$ cat src/rtl/conv_ctrl.sv
// 3x3 convolution sequencer: loads 9 weights per (filter, channel) pass, then
// sweeps window addresses and tags the tree output with accumulator controls.
module conv_ctrl #(
  parameter int LWIDTH  = 10,
  parameter int IMWIDTH = 12,
  parameter int NWIDTH  = 14,
  parameter int DELAY   = 5
) (
  input  logic               clk,
  input  logic               xrst,
  input  logic               req,
  input  logic [LWIDTH-1:0]  img_size,
  input  logic [LWIDTH-1:0]  ch_num,
  input  logic [LWIDTH-1:0]  fil_num,
  output logic               ack,
  output logic [IMWIDTH-1:0] mem_img_addr,
  output logic [NWIDTH-1:0]  mem_net_addr,
  output logic               wreg_we,
  output logic [3:0]         wreg_idx,
  output logic               conv_oe,
  output logic               out_v,
  output logic               out_first,
  output logic               out_last,
  output logic [IMWIDTH-1:0] out_addr
);

  localparam int WCW = (DELAY > 1) ? $clog2(DELAY) : 1;
  localparam logic [LWIDTH-1:0] LONE = LWIDTH'(1);

  typedef enum logic [1:0] {IDLE, WEIGHT, EXEC, WAIT} state_t;

  typedef struct packed {
    logic               v;
    logic               f;
    logic               l;
    logic [IMWIDTH-1:0] a;
  } tap_t;

  state_t state, state_nx;

  logic [LWIDTH-1:0]  sz, chn, filn, os;
  logic [IMWIDTH-1:0] sz_i, s2, os2;
  logic [LWIDTH-1:0]  x, y, m, n;
  logic [IMWIDTH-1:0] row_base, ch_base, out_nbase, pos;
  logic [NWIDTH-1:0]  wbase;
  logic [3:0]         k;
  logic [WCW-1:0]     wcnt;
  logic               net_v;
  logic               bad_size;
  logic               x_end, y_end, ch_last, fil_last, pass_end;
  logic [LWIDTH-1:0]  os_in;
  logic [IMWIDTH-1:0] img_in, os_in_i;
  tap_t               pipe [DELAY];
  tap_t               tap_in;

  assign img_in   = IMWIDTH'(img_size);
  assign os_in    = img_size - LWIDTH'(2);
  assign os_in_i  = IMWIDTH'(os_in);
  assign bad_size = (img_size < LWIDTH'(3)) || (ch_num == '0) || (fil_num == '0);

  assign x_end    = (x == os - LONE);
  assign y_end    = (y == os - LONE);
  assign ch_last  = (m == chn - LONE);
  assign fil_last = (n == filn - LONE);
  assign pass_end = x_end && y_end;

  always_ff @(posedge clk or negedge xrst) begin
    if (!xrst) state <= IDLE;
    else       state <= state_nx;
  end

  always_comb begin
    state_nx = state;
    case (state)
      IDLE:    if (req) state_nx = bad_size ? WAIT : WEIGHT;
      WEIGHT:  if (k == 4'd9) state_nx = EXEC;
      EXEC:    if (pass_end) state_nx = (ch_last && fil_last) ? WAIT : WEIGHT;
      WAIT:    if (wcnt == WCW'(DELAY - 1)) state_nx = IDLE;
      default: state_nx = IDLE;
    endcase
  end

  always_comb begin
    ack          = (state == IDLE);
    conv_oe      = (state == EXEC);
    net_v        = (state == WEIGHT) && (k < 4'd9);
    mem_net_addr = net_v ? wbase + NWIDTH'(k) : '0;
    mem_img_addr = conv_oe ? ch_base + row_base + IMWIDTH'(x) : '0;
  end

  // Loop counters; image/output addresses are kept as running bases so no
  // multiplier sits in the per-cycle path (only the two squares at latch time).
  always_ff @(posedge clk or negedge xrst) begin
    if (!xrst) begin
      sz <= '0; chn <= '0; filn <= '0; os <= '0;
      sz_i <= '0; s2 <= '0; os2 <= '0;
      x <= '0; y <= '0; m <= '0; n <= '0;
      row_base <= '0; ch_base <= '0; out_nbase <= '0; pos <= '0;
      wbase <= '0; k <= '0; wcnt <= '0;
    end else begin
      case (state)
        IDLE: begin
          wcnt <= '0;
          if (req) begin
            sz <= img_size; chn <= ch_num; filn <= fil_num; os <= os_in;
            sz_i <= img_in;
            s2   <= img_in * img_in;
            os2  <= os_in_i * os_in_i;
            x <= '0; y <= '0; m <= '0; n <= '0;
            row_base <= '0; ch_base <= '0; out_nbase <= '0; pos <= '0;
            wbase <= '0; k <= '0;
          end
        end
        WEIGHT: k <= (k == 4'd9) ? 4'd0 : k + 4'd1;
        EXEC: begin
          if (x_end) begin
            x <= '0;
            if (y_end) begin
              y <= '0;
              row_base <= '0;
            end else begin
              y <= y + LONE;
              row_base <= row_base + sz_i;
            end
          end else begin
            x <= x + LONE;
          end
          if (pass_end) begin
            pos   <= '0;
            wbase <= wbase + NWIDTH'(9);
            if (ch_last) begin
              m <= '0;
              ch_base <= '0;
              n <= n + LONE;
              out_nbase <= out_nbase + os2;
            end else begin
              m <= m + LONE;
              ch_base <= ch_base + s2;
            end
          end else begin
            pos <= pos + IMWIDTH'(1);
          end
        end
        WAIT: wcnt <= wcnt + WCW'(1);
        default: ;
      endcase
    end
  end

  always_ff @(posedge clk or negedge xrst) begin
    if (!xrst) begin
      wreg_we  <= 1'b0;
      wreg_idx <= '0;
    end else begin
      wreg_we  <= net_v;
      wreg_idx <= net_v ? k : 4'd0;
    end
  end

  always_comb begin
    tap_in = '0;
    if (conv_oe) begin
      tap_in.v = 1'b1;
      tap_in.f = (m == '0);
      tap_in.l = ch_last;
      tap_in.a = out_nbase + pos;
    end
  end

  always_ff @(posedge clk or negedge xrst) begin
    if (!xrst) begin
      for (int unsigned i = 0; i < DELAY; i++) pipe[i] <= '0;
    end else begin
      pipe[0] <= tap_in;
      for (int unsigned i = 1; i < DELAY; i++) pipe[i] <= pipe[i-1];
    end
  end

  always_comb begin
    out_v     = pipe[DELAY-1].v;
    out_first = pipe[DELAY-1].v & pipe[DELAY-1].f;
    out_last  = pipe[DELAY-1].v & pipe[DELAY-1].l;
    out_addr  = pipe[DELAY-1].v ? pipe[DELAY-1].a : '0;
  end

endmodule
$ cat config.mk
export PLATFORM = sky130hd
export DESIGN_NAME = conv_ctrl
export DESIGN_NICKNAME = d
export VERILOG_FILES = /design/src/rtl/conv_ctrl.sv
export SDC_FILE = /design/constraint.sdc
export NUM_CORES = 1
export LEC_CHECK = 0
export ABC_AREA = 1
export BUFFER_PORTS_ARGS = -buffer_cell sky130_fd_sc_hd__buf_4
export CELL_PAD_IN_SITES_DETAIL_PLACEMENT = 0
export CELL_PAD_IN_SITES_GLOBAL_PLACEMENT = 2
export CORE_ASPECT_RATIO = 0.6
export CORE_UTILIZATION = 35
export CTS_CLUSTER_SIZE = 24
export DETAILED_ROUTE_END_ITERATION = 8
export GPL_TIMING_DRIVEN = 0
export HOLD_SLACK_MARGIN = 0.03
export PLACE_DENSITY = 0.87
export SLEW_MARGIN = 25
export SYNTH_ARGS = -nofsm -noshare
export SYNTH_HDL_FRONTEND = slang
export SYNTH_SLANG_ARGS = --single-unit
$ cat constraint.sdc
create_clock -name clk -period 4.6 [get_ports clk]
set_input_delay 0.23 -clock clk [delete_from_list [all_inputs] [get_ports clk]]
set_output_delay 0.23 -clock clk [all_outputs]
set_load 0.03 [all_outputs]
==> run summary <==
## Status
* **outcome** completed

## Yosys
* **area of the mapped netlist** 0.01824 sq mm
* **top cell type by total area after synthesis** dfrtp_1
* **register area share after synthesis** 0.3429
* **post-synthesis cell type count** 54
* **top cells by area in the synthesized netlist** dfrtp_1 34%, nand2_1 11%, ha_1 8.6%
* **number of enable flip-flop cells after synthesis** 0
* **synth warn** 0
* **Post-Syn Nets** 2526
* **syn_area_per_cell** 7.956 sq um
* **most frequent cells after synthesis** 530 x nand2_1, 316 x inv_1, 250 x dfrtp_1
* **area share of the leading cell type in the synthesized netlist** 0.3429
* **Post-synth top flop** dfrtp_1
* **share of async-settable or async-resettable flops after synthesis** 1.000
* **number of register bits inferred by synthesis** 250
* **most repeated cell in the gate-level netlist after synthesis** nand2_1
* **instance count of the mapped netlist** 2293

## CTS
* **TritonCTS Sinks** 250
* **CTS clock-pin slew for the worst setup and hold paths** 70 ps
* **clock tree from TritonCTS** built
* **number of levels in the clock H-tree** 1
* **Clock Root Buffer** clkbuf_16
* **latest clock arrival within the worst-skew pair** 560 ps
* **number of buffers created by CTS** 25
* **deepest clock path buffer count** 3

## Critical path
* **sort of element at the end of the critical path** register
* **reg-to-reg critical path startpoint** state[0]
* **path type of the worst setup path** in -> reg
* **slowest cell delay on critical path** 530 ps
* **Critical Path Source Type** input port
* **most used cell, CP** inv_1
* **worst-case reg-to-reg path depth** 7
* **worst reg2reg endpoint** pipe[72]
* **required time of the critical path** 5050 ps
* **CP arrival** 4920 ps
* **Worst path slowest cell** fa_1
* **R2R Setup Slk** 1490 ps
* **critical path fanouts, max** 8

## Finish
* **summed area of non-filler cells in the final layout** 0.02128 sq mm
* **filler cell count in the final layout** 5265
* **fraction of final layout cells with drive strength greater than 1** 0.1441
* **number of diodes** 0
* **Total Nets Final** 2672
* **number of standard cells in the final layout excluding fillers** 3150
* **area added between synthesis and finish** 16.67%

## Power
* **leakage power** 10.77 nW
* **maximum VDD drop** 0.3264 mV
* **Power Density** 563.4 mW/mm^2

## Timing
* **Setup-failing EPs final** 0
* **worst hold-check slack** 42.83 ps
* **Max Transition Viols Final** 0
* **Tightest Pin Transition** 1050 ps
* **share of the cycle needed by the critical path after routing** 0.9724
* **worst clock skew** 25.17 ps
* **headroom to the max-slew limit** 0.3001
* **post-route worst setup slack** 126.8 ps
* **clock period minus final worst setup slack** 4473 ps
* **setup repair after global routing missed its margin** yes
* **final hold violations** 0
* **highest achievable clock rate** 223.6 MHz

## Floorplanning
* **Chip Width** 296.7 um
* **DIE HEIGHT** 178.8 um
* **Core ar.** 0.05117 sq mm
* **Die Footprint** 0.05307 sq mm
* **initial core utilization** 0.3565
* **ports placed on the boundary** 81
* **standard-cell row count** 64

## Worst hold path
* **worst hold path type** in -> reg
* **Worst Hold End** sz_i[2]
* **worst hold path depth** 3
* **worst hold start** img_size[2]

## Global route
* **largest net degree at the start of global routing** 85
* **total track usage** 0.2027
* **initial antenna violation count** 1
* **vias in the first global route** 14740
* **total congestion overflow after global routing** 0
* **global-route wire length before repair** 84.04 mm

## Route
* **routed via count** 15550
* **mean number of vias per cell** 4.937
* **residual antenna-violating net count after detailed routing** 0
* **wirelength, routed** 53.33 mm
* **per-cell routed wire length** 16.93 um
* **remaining routing DRC violations** 0
* **number of DRC markers in iteration 0** 1235
* **first-pass detailed-route iteration total** 5

## Placed design
* **Placement Setup Slack** -1118 ps
* **hpwl dp** 42.27 mm
* **placement-stage cell area** 0.01990 sq mm
* **placed cells** 3069
* **final weighted congestion in routability-driven placement** 0.8835
* **# port buffers** 80

## Flow run
* **total of max-cap violations** 0

cell families after synthesis:
logic type | Yosys count | synth area share
flops | 250 | 0.3429
fa+ha+maj | 200 | 0.1676
buf+inv | 381 | 0.08491
xor+xnor | 97 | 0.04842
simple gates | 1072 | 0.2621
compound gates | 293 | 0.09397
cells in the final DEF (no fill, tap or decap), types with 22 or more instances in the layout:
cell type,count
nand2_1,520
nand3_1,174
dlygate4sd3_1,22
a21oi_1,90
o21ai_2,40
ha_1,120
clkbuf_1,27
clkbuf_16,25
xnor2_1,30
nand4_1,29
nor3_1,41
buf_4,98
inv_1,308
o21ai_0,119
xor2_1,63
fa_1,72
nor2_1,169
dfrtp_1,250
nand2_2,54
metal layers:
layer  wire length, um  part of all wire  vias up  track usage
met1             29000              0.54     7524       0.3331
met2             20400              0.38      334       0.2759
met5                 0                 0        -            0
met4               730             0.014        0      0.02958
li1                  -                 -     7648            -
met3              3200             0.060       44      0.02981
worst max-delay path, delay by kind of cell:
kind	cells	cell delay, ps
compound gates	3	430
fa+ha+maj	7	2710
buf+inv	9	730
simple gates	9	820
metrics by stage:
step | utilization | setup TNS (ps) | power [mW]
detailed placement | 0.3890 | -6183 | 9.620
floorplan | - | 0 | 7.717
CTS | 0.4128 | 0 | 11.98
global placement | 0.3872 | -5313 | 9.515
global route | 0.4159 | -203.7 | 13.02
finish | 0.4159 | 0 | 11.99
worst max-delay path by stage:
stage	from	endpoint	slack (ps)	depth (start not counted)
6_report	img_size[1]	os2[11]	130	28
5_1_grt	img_size[1]	os2[11]	-150	29
4_1_cts	img_size[2]	os2[11]	10	29
3_5_place_dp	img_size[1]	os2[10]	-1120	21
3_3_place_gp	img_size[1]	os2[10]	-1000	21
2_1_floorplan	img_size[2]	os2[11]	8	30
layout make-up:
cell class | count | area (sq um) | share of cell area
clock buffers | 28 | 666.9 | 0.03133
repair buffers | 122 | 1050 | 0.04932
inverters | 325 | 1234 | 0.05797
clock inverters | 17 | 217.7 | 0.01023
plain buffers | 53 | 321.6 | 0.01511
well taps | 693 | 867.1 | 0.04074
flip-flops and latches | 250 | 6256 | 0.2939
multi-input cells | 1662 | 10670 | 0.5014
where the power goes:
part           internal (mW)  switching, mW
registers               2.70          0.570
logic                   2.31           4.16
clock network           1.28          0.970
flip-flops by register name (all words and copies together) (netlist names), 9 cells and up:
name,count
row_base,12
m,10
n,10
sz_i,9
pos,12
chn,10
out_nbase,12
s2,10
wbase,14
filn,10
y,10
pipe,74
os,10
os2,10
x,10
ch_base,12
repair_timing:
item / in CTS / in global routing
pin swaps: 10 / 24
resized for setup: 14 / 35
endpoints found under the hold margin: 152 / 0
hold buffers: 22 / 0
endpoints found under the setup margin: 5 / 7
setup buffers: 8 / 9
Note: power is estimated with default switching activity, not from simulation.
